**config.mk**
```make
export PLATFORM = sky130hd
export DESIGN_NAME = pixel_plotter
export DESIGN_NICKNAME = d
export VERILOG_FILES = /design/src/rtl/pixel_plotter_pkg.sv /design/src/rtl/pixel_plotter_fifo.sv /design/src/rtl/pixel_plotter.sv
export SDC_FILE = /design/constraint.sdc
export NUM_CORES = 1
export LEC_CHECK = 0
export CORE_MARGIN = 2
export CORE_UTILIZATION = 54
export CTS_BUF_LIST = sky130_fd_sc_hd__clkbuf_8
export DETAILED_ROUTE_END_ITERATION = 6
export PLACE_DENSITY = 0.95
export SYNTH_ARGS = -nofsm -noshare
export SYNTH_HDL_FRONTEND = slang
export SYNTH_HIERARCHICAL = 1
export SYNTH_SLANG_ARGS = --single-unit
```
**constraint.sdc**
```tcl
create_clock -name _clock -period 4.15 [get_ports _clock]
set_clock_uncertainty 0.05 [all_clocks]
set_input_delay 0.415 -clock _clock [delete_from_list [all_inputs] [get_ports _clock]]
set_output_delay 0.415 -clock _clock [all_outputs]
set_load 0.01 [all_outputs]
```
**src/rtl/pixel_plotter_pkg.sv**
```systemverilog
// Shared types and defaults for the pixel plotter: FSM state encoding, coordinate type,
// framebuffer/FIFO default sizes and a saturating counter helper.
package pixel_plotter_pkg;

    localparam int DEF_FB_W       = 64;
    localparam int DEF_FB_H       = 64;
    localparam int DEF_FIFO_DEPTH = 4;

    typedef logic signed [31:0] coord_t;

    typedef enum logic [1:0] {
        IDLE  = 2'd0,
        RUN   = 2'd1,
        DRAIN = 2'd2,
        DONE  = 2'd3
    } state_e;

    function automatic logic [15:0] sat_inc(input logic [15:0] v);
        return (v == 16'hFFFF) ? v : v + 16'd1;
    endfunction

endpackage

```
**src/rtl/pixel_plotter_fifo.sv**
```systemverilog
// coord_fifo: synchronous FIFO of precomputed pixel addresses with full/empty flags.
// Storage is unreset; only pointers and occupancy are cleared.
module coord_fifo
    import pixel_plotter_pkg::*;
#(
    parameter int WIDTH = 12,
    parameter int DEPTH = DEF_FIFO_DEPTH
) (
    input  logic             _clock,
    input  logic             _reset,
    input  logic             clear,
    input  logic             push,
    input  logic [WIDTH-1:0] wdata,
    input  logic             pop,
    output logic [WIDTH-1:0] rdata,
    output logic             full,
    output logic             empty
);

    localparam int PW = $clog2(DEPTH);

    logic [WIDTH-1:0] mem [DEPTH];
    logic [PW-1:0]    wr_ptr;
    logic [PW-1:0]    rd_ptr;
    logic [PW:0]      count;
    logic             push_ok;
    logic             pop_ok;

    assign full    = (count == (PW+1)'(DEPTH));
    assign empty   = (count == '0);
    assign push_ok = push & ~full;
    assign pop_ok  = pop & ~empty;
    assign rdata   = mem[rd_ptr];

    always_ff @(posedge _clock) begin
        if (push_ok) begin
            mem[wr_ptr] <= wdata;
        end
    end

    always_ff @(posedge _clock or posedge _reset) begin
        if (_reset) begin
            wr_ptr <= '0;
            rd_ptr <= '0;
            count  <= '0;
        end else if (clear) begin
            wr_ptr <= '0;
            rd_ptr <= '0;
            count  <= '0;
        end else begin
            if (push_ok) wr_ptr <= wr_ptr + 1'b1;
            if (pop_ok)  rd_ptr <= rd_ptr + 1'b1;
            if (push_ok && !pop_ok)      count <= count + 1'b1;
            else if (!push_ok && pop_ok) count <= count - 1'b1;
        end
    end

endmodule

```
**src/rtl/pixel_plotter.sv**
```systemverilog
// Pixel plotter: turns (x, y) pairs into framebuffer writes of a per-frame colour.
// Define PIXEL_PLOTTER_CLIP_EN to discard off-screen pairs; otherwise coordinates wrap.
module pixel_plotter
    import pixel_plotter_pkg::*;
#(
    parameter int FB_W       = DEF_FB_W,
    parameter int FB_H       = DEF_FB_H,
    parameter int FIFO_DEPTH = DEF_FIFO_DEPTH,
    parameter int ADDR_W     = 12
) (
    input  logic               _clock,
    input  logic               _reset,
    input  logic               _start,
    input  logic [7:0]         _color,
    input  logic signed [31:0] _in0,
    input  logic signed [31:0] _in1,
    input  logic               _in_valid,
    output logic               _in_ready,
    input  logic               _in_done,
    output logic [ADDR_W-1:0]  mem_addr,
    output logic [7:0]         mem_wdata,
    output logic               mem_we,
    input  logic               mem_ready,
    output logic [15:0]        plotted,
    output logic [15:0]        clipped,
    output logic               _done
);

    localparam int XW = $clog2(FB_W);
    localparam int YW = $clog2(FB_H);

    state_e            state_q;
    state_e            state_d;
    logic [7:0]        color_q;
    logic              start_frame;
    logic              accept;
    logic              in_clip;
    logic [ADDR_W-1:0] in_addr;
    logic              load;
    logic              bypass;
    logic              fifo_push;
    logic              fifo_pop;
    logic              fifo_full;
    logic              fifo_empty;
    logic [ADDR_W-1:0] fifo_rdata;

    assign start_frame = (state_q == IDLE) & _start;
    assign _in_ready   = (state_q == RUN) & ~fifo_full;
    assign accept      = _in_valid & _in_ready;
    assign _done       = (state_q == DONE);
    assign in_addr     = ADDR_W'({_in1[YW-1:0], _in0[XW-1:0]});

`ifdef PIXEL_PLOTTER_CLIP_EN
    assign in_clip = (_in0 < 0) | (_in0 >= FB_W) | (_in1 < 0) | (_in1 >= FB_H);
`else
    logic unused_coord_bits;
    assign in_clip           = 1'b0;
    assign unused_coord_bits = ^{_in0[31:XW], _in1[31:YW]};
`endif

    // An empty FIFO lets an accepted pair go straight to the output register,
    // so the write can appear the cycle after acceptance.
    assign load      = ~mem_we | mem_ready;
    assign bypass    = load & fifo_empty & accept & ~in_clip;
    assign fifo_push = accept & ~in_clip & ~bypass;
    assign fifo_pop  = load & ~fifo_empty;

    coord_fifo #(
        .WIDTH (ADDR_W),
        .DEPTH (FIFO_DEPTH)
    ) u_fifo (
        ._clock (_clock),
        ._reset (_reset),
        .clear  (start_frame),
        .push   (fifo_push),
        .wdata  (in_addr),
        .pop    (fifo_pop),
        .rdata  (fifo_rdata),
        .full   (fifo_full),
        .empty  (fifo_empty)
    );

    always_comb begin
        state_d = state_q;
        unique case (state_q)
            IDLE:    if (_start) state_d = RUN;
            RUN:     if (_in_done) state_d = DRAIN;
            DRAIN:   if (fifo_empty && !mem_we) state_d = DONE;
            DONE:    state_d = IDLE;
            default: state_d = IDLE;
        endcase
    end

    always_ff @(posedge _clock or posedge _reset) begin
        if (_reset) begin
            state_q <= IDLE;
            color_q <= 8'd0;
        end else begin
            state_q <= state_d;
            if (start_frame) color_q <= _color;
        end
    end

    always_ff @(posedge _clock or posedge _reset) begin
        if (_reset) begin
            mem_we    <= 1'b0;
            mem_addr  <= '0;
            mem_wdata <= 8'd0;
        end else if (start_frame) begin
            mem_we <= 1'b0;
        end else if (load) begin
            if (fifo_pop) begin
                mem_we    <= 1'b1;
                mem_addr  <= fifo_rdata;
                mem_wdata <= color_q;
            end else if (bypass) begin
                mem_we    <= 1'b1;
                mem_addr  <= in_addr;
                mem_wdata <= color_q;
            end else begin
                mem_we <= 1'b0;
            end
        end
    end

    always_ff @(posedge _clock or posedge _reset) begin
        if (_reset) begin
            plotted <= 16'd0;
            clipped <= 16'd0;
        end else if (start_frame) begin
            plotted <= 16'd0;
            clipped <= 16'd0;
        end else begin
            if (mem_we && mem_ready) plotted <= sat_inc(plotted);
            if (accept && in_clip)   clipped <= sat_inc(clipped);
        end
    end

endmodule
```
==> flow_metrics.tcl, run 1 <==
set metrics [dict create \
    peakVddDrop_v 0.0004792 \
    cts.sinks 102 \
    die_width_um 98.38 \
    syn_avg_cell_area_um2 12.66 \
    place_ws_ps 1007 \
    wl_per_cell_um 18.24 \
    hold_path_class "in -> async" \
    met2WireLength_mm 5.360 \
    ys.flop_type "dfrtp_1" \
    first_pass_iters 4 \
    total_leakage_power_uw 0.002235 \
    fillerInstances 624 \
    antenna_cells 0 \
    clk_pin_slew_ps 110 \
    drive_gt1_frac 0.1156 \
    syn-cell-area_um2 4810 \
    ys_async_sr_fraction 0.5294 \
    rsz0062_at_grt "no" \
    die_area_um2 9678 \
    met3WireLength_um 519 \
    cp_max_fo 12 \
    ctsHoldBuffers 0 \
    multi_input_area_um2 1788 \
    drc 0 \
    antenna_found_initial 0 \
    setup_viol 0 \
    route.vias.total 3244 \
    worst_pin_slew_ps 1057 \
    synth-edff-count 48 \
    instances_no_fill 549 \
    placement.io_buffers 64 \
    fin_util 0.6507 \
    post-route-period-util 0.7612 \
    synth.area.top_cells "edfxtp_1 30%, dfrtp_1 28%, mux4_2 5.6%" \
    placed_cells 533 \
    drv_slew 0 \
    routed.top_layer "met4" \
    p_per_area_nw_per_um2 635.1 \
    h-tree-depth 3 \
    cts_tree "done" \
    timing.fmax_ghz 0.3166 \
    seqCellArea_um2 2793 \
    ys_ff_latch 102 \
    fin_ws_ps 991.1 \
    clock-root-buffer "clkbuf_8" \
    min_period_ps 3159 \
    cts_made_buffers 9 \
    dp_hpwl_mm 6.744 \
    hold_viol 0 \
    final_common_cell "clkdlybuf4s50_1" \
    cap_violations 0 \
    dieHeight_um 98.38 \
    critical_path_class "reg -> reg" \
    first_global_vias 3323 \
    crit_start "u_fifo/count[2]" \
    yosys_warnings 6 \
    ys_seq_area_frac 0.5806 \
    crit_path_start_kind "flop" \
    fin_nets 524 \
    drt_iter0_drc 181 \
    cts_setup_buffers 0 \
    status "completed" \
    wirelength_met1_mm 3.962 \
    cp.required_ps 4400 \
    row_count 34 \
    grt_pass1_wl_mm 16.31 \
    yosysUniqueCellTypes 59 \
    grt.overflow.total 0 \
    setup_tns_ps 0 \
    core_area_um2 8678 \
    final_cell_mix "64 x clkdlybuf4s50_1, 54 x dfrtp_1, 48 x edfxtp_1" \
    cts_max_path_buffers 2 \
    crit_path_end_kind "flop" \
    track_usage 0.2169 \
    clkLatencyLatePin_ps 360 \
    synth_top_area_cell "edfxtp_1" \
    ios 133 \
    synth_top_area_frac 0.2997 \
    cts-resized-gates 0 \
    worstPathArrival_ps 3410 \
    wirelength_mm 10.02 \
    place_congestion 0.8344 \
    via_per_inst 5.909 \
    maxSlewHeadroom 0.2943 \
    ant_nets 0 \
    grt_max_degree 48 \
    initial_core_util 0.5542 \
    area_growth_pct 17.40 \
    synthCells 380 \
    worstReg2RegStart "u_fifo/count[2]" \
]
[sequential cells by signal, indices dropped and copies added, names as in the netlist]
| name | flops |
|---|---|
| u_fifo/mem | 48 |
| plotted | 16 |
| mem_addr | 12 |
| color_q | 8 |
| mem_wdata | 8 |
| u_fifo/count | 3 |
| state_q | 2 |
| u_fifo/rd_ptr | 2 |
| u_fifo/wr_ptr | 2 |
| mem_we | 1 |
[logic make-up (layout without fill, tap and decap cells)]
group | after synthesis | in the layout | synth area share
xor+xnor | 2 | 2 | 0.003643
buf+inv | 51 | 97 | 0.06139
simple gates | 115 | 115 | 0.1259
fa+ha+maj | 10 | 10 | 0.02758
other cells | 1 | 16 | 0.0007797
compound gates | 63 | 63 | 0.09079
flops | 102 | 102 | 0.5806
mux | 36 | 36 | 0.1093
[synthesized netlist by cell type, types with 2 or more instances]
library cell	count
nor2b_1	3
buf_1	2
o211ai_1	4
o21ai_0	7
inv_1	13
buf_6	2
a41oi_1	2
mux2_2	8
a21oi_1	20
dfrtp_1	54
a31oi_1	5
xor2_1	2
nor2_1	24
nand4b_1	2
nor4_1	2
mux4_2	12
ha_1	9
buf_4	21
edfxtp_1	48
mux2i_1	15
o311ai_0	4
nand4_1	4
a211oi_1	3
nand2_1	38
nand2b_1	3
and3_1	10
clkbuf_1	5
buf_2	7
nand3b_1	4
o211a_1	2
nor3_1	5
o31ai_1	3
nand3_1	10
a311oi_1	2
[report_power, final]
group / total (uW) / internal [uW] / leakage (uW) / switching [uW]
clock network: 665 / 308 / 0.000111 / 357
logic: 1400 / 708 / 0.00101 / 696
registers: 1520 / 1290 / 0.00111 / 223
[worst max-delay path, cell delays in order (launching register included)]
cell and delay (ps):
dfrtp_1 500, or3b_1 360, clkinv_2 140, nand3b_1 260, a21oi_1 680, and3_1 290
fa_1 250, nand3b_1 90, a311oi_1 280, o311a_1 200
[cell type report]
cell class | instances | area share
sequential | 102 | 0.4946
multi-input combinational | 242 | 0.3166
timing repair buffer | 67 | 0.1174
clock buffer | 10 | 0.02437
tap | 108 | 0.02393
clock inverter | 6 | 0.01352
inverter | 14 | 0.009528
[per-layer routing]
| metal | up-vias | track usage |
|---|---|---|
| met5 | - | 0 |
| met4 | 0 | 0.09273 |
| met3 | 16 | 0.03293 |
| met2 | 124 | 0.3778 |
| met1 | 1606 | 0.2700 |
| li1 | 1498 | - |
[worst paths after layout]
kind	slack, ps	depth (start not counted)	endpoint
worst max-delay path	990	9	u_fifo/count[2]
worst min-delay path	310	2	u_fifo/rd_ptr[1]
worst max register to register	990	9	u_fifo/count[2]
worst min register to register	430	2	color_q[6]
max in group asynchronous	2760	2	state_q[1]
min in group _clock	430	2	color_q[6]
[through the flow]
stage / total power [uW] / hold WS [ps] / area, um2
global route: 3803 / 329.6 / 5647
finish: 3586 / 313.6 / 5647
floorplan: 2451 / 168.4 / 4866
detailed placement: 2932 / 408.7 / 5433
global placement: 2838 / 403.8 / 5433
CTS: 3603 / 324.1 / 5647
(Power assumes the default switching activity.)
==> run 2, diff against run 1 <==
--- a/config.mk
+++ b/config.mk
@@ -6,10 +6,10 @@
 export NUM_CORES = 1
 export LEC_CHECK = 0
 export CORE_MARGIN = 2
-export CORE_UTILIZATION = 54
+export CORE_UTILIZATION = 50
 export CTS_BUF_LIST = sky130_fd_sc_hd__clkbuf_8
 export DETAILED_ROUTE_END_ITERATION = 6
-export PLACE_DENSITY = 0.95
+export PLACE_DENSITY = 0.91
 export SYNTH_ARGS = -nofsm -noshare
 export SYNTH_HDL_FRONTEND = slang
 export SYNTH_HIERARCHICAL = 1
==> constraint.sdc (replaced) <==
create_clock -name _clock -period 3.31 [get_ports _clock]
set_clock_uncertainty 0.05 [all_clocks]
set_input_delay 0.331 -clock _clock [delete_from_list [all_inputs] [get_ports _clock]]
set_output_delay 0.331 -clock _clock [all_outputs]
set_load 0.01 [all_outputs]
==> run 2 against run 1 <==
  * Sequential share of layout area fell by 0.40 points
  * Routed wire length barely moved
  * Clock-buffer cell count fell by 1
  * Clock power rose by 22%
  * Worst hold slack got worse by 120 ps
  * Maximum frequency rose by 5.5%
  * Total power rose by 25%
  * First-iteration DRC count rose by 38%
  * Utilization fell by 3.7 points
  * Critical path type unchanged
==> flow_metrics.tcl, run 2 (same netlist as run 1, synthesis figures left out) <==
set metrics [dict create \
    largest_register "u_fifo/mem" \
    route.vias.total 3309 \
    die_area_um2 10420 \
    hold_path_class "in -> async" \
    post-route-period-util 0.9046 \
    cap_violations 0 \
    ios 133 \
    area_growth_pct 18.37 \
    ctsHoldBuffers 0 \
    largest_reg_flops 48 \
    antenna_found_initial 0 \
    placed_cells 558 \
    status "completed" \
    grt_pass1_wl_mm 16.08 \
    ant_nets 0 \
    track_usage 0.2027 \
    clock-root-buffer "clkbuf_8" \
    clk_pin_slew_ps 100 \
    cts_setup_buffers 0 \
    initial_core_util 0.5181 \
    dp_hpwl_mm 6.852 \
    crit_path_start_kind "flop" \
    timing.fmax_ghz 0.3340 \
    clkLatencyLatePin_ps 370 \
    grt.overflow.total 0 \
    critical_path_class "reg -> reg" \
    drive_gt1_frac 0.1236 \
    rsz0062_at_grt "no" \
    h-tree-depth 3 \
    worst_pin_slew_ps 1027 \
    p_per_area_nw_per_um2 790.4 \
    place_congestion 0.8770 \
    hold_slack_ps 189.1 \
    cts-resized-gates 0 \
    hold_viol 0 \
    worstPathArrival_ps 3250 \
    instances_no_fill 574 \
    setup_viol 0 \
    drv_slew 0 \
    fin_nets 528 \
    row_count 35 \
    cts.sinks 102 \
    antenna_cells 0 \
    wirelength_mm 10.03 \
    dieHeight_um 102.1 \
    drt_iter0_drc 250 \
    reg_top3 "u_fifo/mem x48, plotted x16, mem_addr x12" \
    first_global_vias 3361 \
    cp.required_ps 3560 \
    crit_path_end_kind "flop" \
    placement.io_buffers 64 \
    via_per_inst 5.765 \
    grt_max_degree 48 \
    cts_max_path_buffers 2 \
    first_pass_iters 5 \
    maxSlewHeadroom 0.3144 \
    cp_max_fo 10 \
    fin_util 0.6132 \
    fillerInstances 680 \
    setup_tns_ps 0 \
    cts_made_buffers 9 \
    core_area_um2 9284 \
    drc 0 \
    total_leakage_power_uw 0.002246 \
    final_cell_mix "64 x clkdlybuf4s50_1, 54 x dfrtp_1, 48 x edfxtp_1" \
    peakVddDrop_v 0.0003449 \
    power_uw 4500 \
    min_period_ps 2994 \
    cts_tree "done" \
    die_width_um 102.1 \
    wl_per_cell_um 17.47 \
    final_common_cell "clkdlybuf4s50_1" \
]
[run 2: path summary, 6_finish.rpt]
| path | to | cells after the start | from | slack, ps |
|---|---|---|---|---|
| min | u_fifo/count[1] | 2 | _reset | 190 |
| max reg2reg | u_fifo/count[2] | 9 | u_fifo/count[1] | 320 |
| max | u_fifo/count[2] | 9 | u_fifo/count[1] | 320 |
| min reg2reg | color_q[0] | 2 | color_q[0] | 440 |
| max in group asynchronous | mem_addr[8] | 2 | _reset | 2060 |
| min in group _clock | color_q[0] | 2 | color_q[0] | 440 |
[run 2: power by group]
group / switching (uW) / internal (uW)
logic: 883 / 909
clock network: 449 / 362
registers: 275 / 1620
[run 2: worst max-delay path, stage by stage (launching register included)]
cell and delay, ps:
dfrtp_1 510, or3b_1 550, clkinv_2 110, nand3b_1 200, a21oi_1 80, and3_1 170, fa_1 440, a21bo_2 260
a311oi_1 340, o311a_1 220
[run 2: stage by stage]
| stage | worst slack (ps) | cell area, um2 |
|---|---|---|
| finish | 315.8 | 5693 |
| global route | 232.5 | 5693 |
| CTS | 347.9 | 5693 |
| detailed placement | 458.5 | 5489 |
| global placement | 598.3 | 5489 |
| floorplan | 512.9 | 4866 |
[run 2: routing by layer]
layer | up-vias | share of wire | track usage
met2 | 144 | 0.53 | 0.3492
met4 | 0 | 0.023 | 0.09641
met5 | - | 0 | 0
met3 | 21 | 0.056 | 0.03830
met1 | 1656 | 0.39 | 0.2471
li1 | 1488 | - | -
[run 2: final cells by class]
type                       count  area [um2]  share of cell area
clock inverter                 7       80.08             0.01407
sequential                   102        2793              0.4905
multi-input combinational    242        1788              0.3141
timing repair buffer          71       693.2              0.1218
inverter                      14       53.80            0.009451
tap                          129       161.4             0.02835
clock buffer                   9       123.9             0.02176
==> run 3, diff against run 2 <==
--- a/config.mk
+++ b/config.mk
@@ -9,7 +9,7 @@
 export CORE_UTILIZATION = 50
 export CTS_BUF_LIST = sky130_fd_sc_hd__clkbuf_8
 export DETAILED_ROUTE_END_ITERATION = 6
-export PLACE_DENSITY = 0.91
+export PLACE_DENSITY = 0.89
 export SYNTH_ARGS = -nofsm -noshare
 export SYNTH_HDL_FRONTEND = slang
 export SYNTH_HIERARCHICAL = 1
==> run 3 against run 2 <==
  * Maximum frequency increased by 2.3%
  * Worst hold slack improved by 19 ps
  * Worst setup slack improved by 66 ps
  * Cell count unchanged
  * Total power increased by 1.0%
  * Combinational power about the same
  * Routed wire length increased by 1.3%
  * Clock-buffer cell count unchanged
  * Via count decreased by 1.4%
  * Flip-flop and latch count unchanged
==> flow_metrics.tcl, run 3 (same netlist as run 1, synthesis figures left out) <==
set metrics [dict create \
    status "completed" \
    crit_path_end_kind "flop" \
    seqCellArea_um2 2793 \
    place_congestion 0.8406 \
    die_area_um2 10420 \
    first_global_vias 3284 \
    cts.sinks 102 \
    ant_nets 0 \
    hold_viol 0 \
    largest_reg_flops 48 \
    worstPathArrival_ps 3190 \
    ios 133 \
    critical_path_class "reg -> reg" \
    antenna_cells 0 \
    maxSlewHeadroom 0.3025 \
    cap_violations 0 \
    clock-root-buffer "clkbuf_8" \
    post-route-period-util 0.8846 \
    fillerInstances 689 \
    clk_pin_slew_ps 100 \
    cts-resized-gates 0 \
    fin_nets 528 \
    rsz0062_at_grt "no" \
    cts_max_path_buffers 2 \
    min_period_ps 2928 \
    dp_hpwl_mm 6.836 \
    setup_tns_ps 0 \
    core_area_um2 9284 \
    via_per_inst 5.686 \
    placement.io_buffers 64 \
    r2r_cells 9 \
    track_usage 0.2046 \
    cp.required_ps 3570 \
    drt_iter0_drc 288 \
    drive_gt1_frac 0.1236 \
    hold_path_class "in -> async" \
    first_pass_iters 4 \
    placed_cells 558 \
    grt.overflow.total 0 \
    route.vias.total 3264 \
    area_growth_pct 18.83 \
    dieHeight_um 102.1 \
    h-tree-depth 3 \
    wl_per_cell_um 17.69 \
    grt_pass1_wl_mm 16.15 \
    worst_pin_slew_ps 1045 \
    total_leakage_power_uw 0.002257 \
    cp_max_fo 9 \
    instances_no_fill 574 \
    grt_max_degree 48 \
    wirelength_mm 10.16 \
    row_count 35 \
    p_per_area_nw_per_um2 795.2 \
    crit_path_start_kind "flop" \
    final_area_um2 5715 \
    final_cell_mix "64 x clkdlybuf4s50_1, 54 x dfrtp_1, 48 x edfxtp_1" \
    peakVddDrop_v 0.0003160 \
    multi_input_area_um2 1788 \
    setup_viol 0 \
    ctsHoldBuffers 0 \
    initial_core_util 0.5181 \
    cts_setup_buffers 0 \
    place_area_um2 5489 \
    reg_top3 "u_fifo/mem x48, plotted x16, mem_addr x12" \
    fin_util 0.6156 \
    drv_slew 0 \
    cts_made_buffers 9 \
    drc 0 \
    cts_tree "done" \
    timing.fmax_ghz 0.3415 \
    final_common_cell "clkdlybuf4s50_1" \
    die_width_um 102.1 \
    antenna_found_initial 0 \
    largest_register "u_fifo/mem" \
    clkLatencyLatePin_ps 370 \
]
## run 3: cell types whose count changed in the layout (fill, tap and decap cells not counted), sizes merged
cell	before	now
clkinv	2	4
clkinvlp	1	0
inv	17	16
## run 3: cell type report
class                   instances  area share
clock buffers                   9     0.02167
flip-flops and latches        102      0.4886
clock inverters                 7     0.01795
multi-input cells             242      0.3128
well taps                     129     0.02824
repair buffers                 71      0.1213
inverters                      14    0.009413
## run 3: per-layer routing
metal / GRT usage / vias up / wire length, um
met5: 0 / - / 0
met4: 0.1005 / 0 / 177
met3: 0.03352 / 16 / 611
met2: 0.3360 / 123 / 5220
met1: 0.2660 / 1628 / 4146
li1: - / 1497 / -
## run 3: critical path, stage by stage, from the launching register on
cell and delay (ps):
dfrtp_1 550, or3b_1 510, clkinv_2 100, nand3b_1 200, a21oi_1 90, and3_1 180, fa_1 460, and4bb_2 270
a311oi_1 260, o311a_1 200
## run 3: report_power, final
group / leakage (uW) / switching (uW) / internal, uW
registers: 0.00111 / 280 / 1620
clock network: 0.000113 / 471 / 377
logic: 0.00103 / 887 / 908
total: 0.00226 / 1640 / 2910
## run 3: worst paths after layout
check                                 from         endpoint  slack [ps]
min in group _clock              _color[2]       color_q[2]         430
max                        u_fifo/count[2]  u_fifo/count[2]         380
max reg2reg                u_fifo/count[2]  u_fifo/count[2]         380
max in group asynchronous           _reset       plotted[4]        2050
min                                 _reset  u_fifo/count[2]         210
min reg2reg                     color_q[7]       color_q[7]         440
## run 3: through the flow
stage                     worst slack [ps]  hold WS [ps]  total power (uW)
final                                382.0         207.8              4545
after detailed placement             481.4         410.1              3713
after CTS                            421.8         198.3              4572
after global placement               596.1         402.9              3586
after global routing                 319.0         253.1              4825
after floorplan                      512.9         84.40              3073
